File: src/rtl/pc_fetch_ctrl.sv
// Fetch sequencer: issues one instruction-memory request at a time at the
// current PC. It decides when the external PC register loads and which next-PC
// source the PC mux selects. Redirects from execute that arrive while a fetch
// is in flight are parked until the response returns, and the stale
// instruction is then flushed.
module pc_fetch_ctrl #(
    parameter int ADDRESS_WIDTH = 12,
    parameter int COUNT_WIDTH   = 16
) (
    input  logic                     clk,
    input  logic                     rst,
    input  logic [ADDRESS_WIDTH-1:0] pc,
    input  logic                     branch_taken,
    input  logic                     jalr,
    input  logic                     stall,
    input  logic                     imem_ready,
    input  logic                     imem_rvalid,
    output logic                     imem_req,
    output logic [ADDRESS_WIDTH-1:0] imem_addr,
    output logic                     pc_en,
    output logic [1:0]               pc_src,
    output logic                     instr_valid,
    output logic                     flush_f,
    output logic [COUNT_WIDTH-1:0]   redirect_count
);

    typedef enum logic [1:0] {
        BOOT = 2'd0,
        REQ  = 2'd1,
        RESP = 2'd2,
        HOLD = 2'd3
    } state_t;

    localparam logic [1:0] SRC_SEQ    = 2'b00;
    localparam logic [1:0] SRC_BRANCH = 2'b01;
    localparam logic [1:0] SRC_JALR   = 2'b10;

    state_t                   state_reg;
    state_t                   state_next;
    logic                     pend_valid_reg;
    logic [1:0]               pend_src_reg;
    logic [COUNT_WIDTH-1:0]   count_reg;

    // A jalr and a taken branch in the same cycle cannot both be honoured;
    // the jalr is the younger-resolved one and takes priority.
    logic       redir;
    logic [1:0] redir_src;
    assign redir     = jalr | branch_taken;
    assign redir_src = jalr ? SRC_JALR : SRC_BRANCH;

    // State register
    always_ff @(posedge clk or negedge rst) begin
        if (!rst) begin
            state_reg <= BOOT;
        end else begin
            state_reg <= state_next;
        end
    end

    // Next-state logic
    always_comb begin
        state_next = state_reg;
        case (state_reg)
            BOOT: state_next = REQ;
            REQ: begin
                // A redirect retargets the unaccepted request in place.
                if (!redir && imem_ready) begin
                    state_next = RESP;
                end
            end
            RESP: begin
                if (imem_rvalid) begin
                    if (redir || pend_valid_reg || !stall) begin
                        state_next = REQ;
                    end else begin
                        state_next = HOLD;
                    end
                end
            end
            HOLD: begin
                if (redir || !stall) begin
                    state_next = REQ;
                end
            end
            default: state_next = BOOT;
        endcase
    end

    // Output logic
    always_comb begin
        imem_req    = 1'b0;
        imem_addr   = '0;
        pc_en       = 1'b0;
        pc_src      = SRC_SEQ;
        instr_valid = 1'b0;
        flush_f     = 1'b0;
        case (state_reg)
            REQ: begin
                imem_req  = 1'b1;
                imem_addr = pc;
                if (redir) begin
                    pc_en  = 1'b1;
                    pc_src = redir_src;
                end
            end
            RESP: begin
                if (imem_rvalid) begin
                    if (redir || pend_valid_reg) begin
                        // The returning instruction is on the wrong path.
                        flush_f = 1'b1;
                        pc_en   = 1'b1;
                        pc_src  = redir ? redir_src : pend_src_reg;
                    end else begin
                        instr_valid = 1'b1;
                        pc_en       = !stall;
                    end
                end
            end
            HOLD: begin
                if (redir) begin
                    flush_f = 1'b1;
                    pc_en   = 1'b1;
                    pc_src  = redir_src;
                end else begin
                    instr_valid = 1'b1;
                    pc_en       = !stall;
                end
            end
            default: ;
        endcase
    end

    // Pending redirect: latest redirect seen while waiting for the response
    always_ff @(posedge clk or negedge rst) begin
        if (!rst) begin
            pend_valid_reg <= 1'b0;
            pend_src_reg   <= SRC_SEQ;
        end else if (state_reg == RESP) begin
            if (imem_rvalid) begin
                pend_valid_reg <= 1'b0;
                pend_src_reg   <= SRC_SEQ;
            end else if (redir) begin
                pend_valid_reg <= 1'b1;
                pend_src_reg   <= redir_src;
            end
        end else begin
            pend_valid_reg <= 1'b0;
            pend_src_reg   <= SRC_SEQ;
        end
    end

    // Saturating count of PC loads from a non-sequential source
    always_ff @(posedge clk or negedge rst) begin
        if (!rst) begin
            count_reg <= '0;
        end else if (pc_en && (pc_src != SRC_SEQ) && (count_reg != '1)) begin
            count_reg <= count_reg + 1'b1;
        end
    end

    assign redirect_count = count_reg;

endmodule
File: config.mk
export PLATFORM = sky130hd
export DESIGN_NAME = pc_fetch_ctrl
export DESIGN_NICKNAME = d
export VERILOG_FILES = /design/src/rtl/pc_fetch_ctrl.sv
export SDC_FILE = /design/constraint.sdc
export NUM_CORES = 1
export LEC_CHECK = 0
export ABC_CLOCK_PERIOD_IN_PS = 2300
export CAP_MARGIN = 20
export CORE_MARGIN = 4
export CORE_UTILIZATION = 44
export CTS_BUF_LIST = sky130_fd_sc_hd__clkbuf_16
export DETAILED_ROUTE_END_ITERATION = 8
export PLACE_DENSITY = 0.85
export SLEW_MARGIN = 25
export SYNTH_ARGS = -nofsm -noshare
export SYNTH_HDL_FRONTEND = slang
export SYNTH_SLANG_ARGS = --single-unit
export TNS_END_PERCENT = 20
File: constraint.sdc
create_clock -name clk -period 2.3 [get_ports clk]
set_clock_uncertainty 0.1 [all_clocks]
set_input_delay 0.46 -clock clk [delete_from_list [all_inputs] [get_ports clk]]
set_output_delay 0.46 -clock clk [all_outputs]
set_load 0.02 [all_outputs]
==> impl_metrics.yaml <==
synth:
  syn-mean-instance-area_sq_um: 10.21
  synth_xor_area_share_pct: 9.060
  synth.most_common_cell: "dfrtp_1"
  synth-compound-area-share_pct: 11.56
  yosys.cell_types.count: 42
  yosys_register_bits: 21
  yosys.area_share.simple_pct: 30.46
  ys.flop_type: "dfrtp_1"
  synth_edf_count: 0
  synth_top_area_share_pct: 36.24
  synth.mux.area_fraction_pct: 2.416
  yosys.area.top_type: "dfrtp_1"
  ys_warn_count: 0
  ys_top_cells_by_count: "dfrtp_1, and2_1, xor2_1, nand2_1, nor3_2"
  synth_top_family_by_area: "simple AND/OR/NAND/NOR gates"
  async_reset_ff_share_pct: 100.0
  synth-adder-area-share_pct: 5.177
  seq_area_frac_synth_pct: 36.24
  syn_area_sq_um: 1450
  synth_cells: 142
  syn-num-nets: 167
  yosys-top-cells-area: "dfrtp_1, xor2_1, and2_1"
cells_and_area:
  antenna_cells: 0
  fill_cells: 240
  finalInstanceArea_sq_um: 2377
  fin_cells: 268
  syn_to_final_growth_pct: 63.93
  layout-drive-gt1-share_pct: 32.14
  largest_register_ffs: 16
  nNetsFinal: 250
floorplan:
  num_rows: 20
  die-area_sq_um: 4278
  die_h_um: 65.41
  die_w_um: 65.41
  io_pins: 53
  start_util_pct: 46.73
  core_area_sq_um: 3103
grt:
  grt_max_degree: 22
  track_usage_pct: 19.84
  first_global_vias: 1447
  gr-total-overflow: 0
  grt_pass1_wl_um: 6658
  antenna_found_initial: 0
worst_setup_path:
  critPathCaptureType: "primary output"
  max_stage_delay_ns: 0.40
  critPathLaunchType: "register"
  r2r_cells: 10
  crit_top_cell: "buf_4"
  cp.arrival_ns: 1.72
  critPathKind: "reg -> out"
  cpMaxStageDelayCell: "dfrtp_1"
  required_ns: 1.74
  crit_chain: "buf_4 > ha_1 > inv_2 > a221oi_4 > or2_2 > buf_4"
  cp_max_fo: 4
  r2r_slack_ns: 0.02
clock_tree:
  ctsHoldBuffers: 0
  numCtsBuffers: 3
  root_buffer: "clkbuf_16"
  clkTransAtPathRegs_ns: 0.05
  clockBufferDepth: 2
  cts_tree: "done"
  clock-sinks: 21
  htreeDepth: 1
  clk_latency_ns: 0.25
routing:
  wl_per_cell_um: 16.21
  first_pass_iters: 5
  ant_nets: 0
  via_count: 1419
  routed_wl_um: 4344
  viasPerCell: 5.295
  first_iter_violations: 105
  drc_errors: 0
outcome:
  outcome: "finished clean"
pwr:
  p_leak_uw: 0.001080
  power_density_nw_per_um2: 924.9
  ir_worst_vdd_mv: 0.7946
sta:
  setup_viol: 0
  fin_ws_ns: 0.01660
  max_clock_freq_mhz: 437.9
  rsz0062_at_grt: "true"
  tns_ns: 0
  min_period_ns: 2.283
  maxSlewViolCount: 0
  tightestPinTransition_ns: 0.4484
  min_period_over_period_pct: 99.28
  finalHoldViolations: 0
  slew_headroom_pct: 70.03
placed_design:
  dpl_cell_area_sq_um: 2207
  globalplace.congestion: 1.001
  port_buffers: 52
  pre_cts_ws_ns: -0.6301
  placedCellCount: 262
  dp_hpwl_um: 3115
job:
  cap_violations: 0
worst_hold_path:
  hold_class: "reg -> reg"
  hold_depth: 1
stage by stage:
step | total power, uW | util (%) | hold WS (ns)
after floorplan | 1206 | - | 0.06441
after global placement | 1749 | 71.13 | 0.3819
after detailed placement | 1797 | 71.13 | 0.3804
after CTS | 2123 | 74.11 | 0.3972
after global routing | 2326 | 76.61 | 0.4232
final | 2199 | 76.61 | 0.3925
final cells by class:
cell class	instances	area (sq um)	area share [%]
sequential	21	525.5	22.11
clock inverter	1	3.754	0.1579
clock buffer	3	75.07	3.158
tap	44	55.05	2.316
multi-input combinational	108	929.6	39.11
inverter	6	22.52	0.9474
timing repair buffer	85	765.7	32.21
layout by cell type (no fill, tap or decap), types with 3 or more instances in the layout:
| cell | n |
|---|---|
| clkdlybuf4s50_1 | 31 |
| buf_4 | 31 |
| dfrtp_1 | 21 |
| and2_1 | 14 |
| xor2_1 | 14 |
| nand2_1 | 8 |
| nor3_2 | 8 |
| dlygate4sd2_1 | 8 |
| nor2_1 | 7 |
| inv_1 | 5 |
| nand4_1 | 5 |
| clkdlybuf4s15_1 | 5 |
| a21oi_1 | 4 |
| nor3_1 | 4 |
| ha_1 | 4 |
| buf_6 | 4 |
| nor4_4 | 3 |
| nand3_1 | 3 |
| clkbuf_16 | 3 |
what timing repair did:
item / 4_1_cts / 5_1_grt
buffers inserted: 0 / 2
resized for setup: 43 / 21
setup endpoints to repair: 34 / 22
pin swaps: 2 / 2
gates cloned: 0 / 0
endpoints found under the hold margin: 0 / 0
layer usage:
layer	track usage (%)	up-vias	wire length (um)
met5	0	-	0
met4	6.477	0	116
met1	23.38	672	1699
met3	4.274	14	338
li1	-	657	-
met2	35.52	76	2189
worst max-delay path: cells and delay by family (launching register included):
kind / cells / cell delay (ns)
fa+ha+maj: 1 / 0.26
compound gates: 1 / 0.07
buf+inv: 3 / 0.43
flops: 1 / 0.40
simple gates: 1 / 0.31
cell families (layout without fill, tap and decap cells):
family	count (synthesis)	after routing
flops	21	21
fa+ha+maj	6	6
xor+xnor	15	15
compound gates	18	18
buf+inv	13	95
simple gates	66	66
mux	3	3
path summary, 6_finish.rpt:
kind / from / to
max: state_reg[0] / pc_en
max reg2reg: state_reg[0] / redirect_count[5]
max in group asynchronous: rst / pend_src_reg[0]
min reg2reg: redirect_count[9] / redirect_count[9]
min: redirect_count[9] / redirect_count[9]
min in group asynchronous: rst / redirect_count[8]
report_power, final:
group / internal (uW) / switching [uW] / leakage (uW)
sequential: 435 / 85.8 / 0.000277
clock: 232 / 129 / 0.0000423
combinational: 629 / 689 / 0.000760
total: 1300 / 903 / 0.00108
Note: power is estimated with default switching activity, not from simulation.
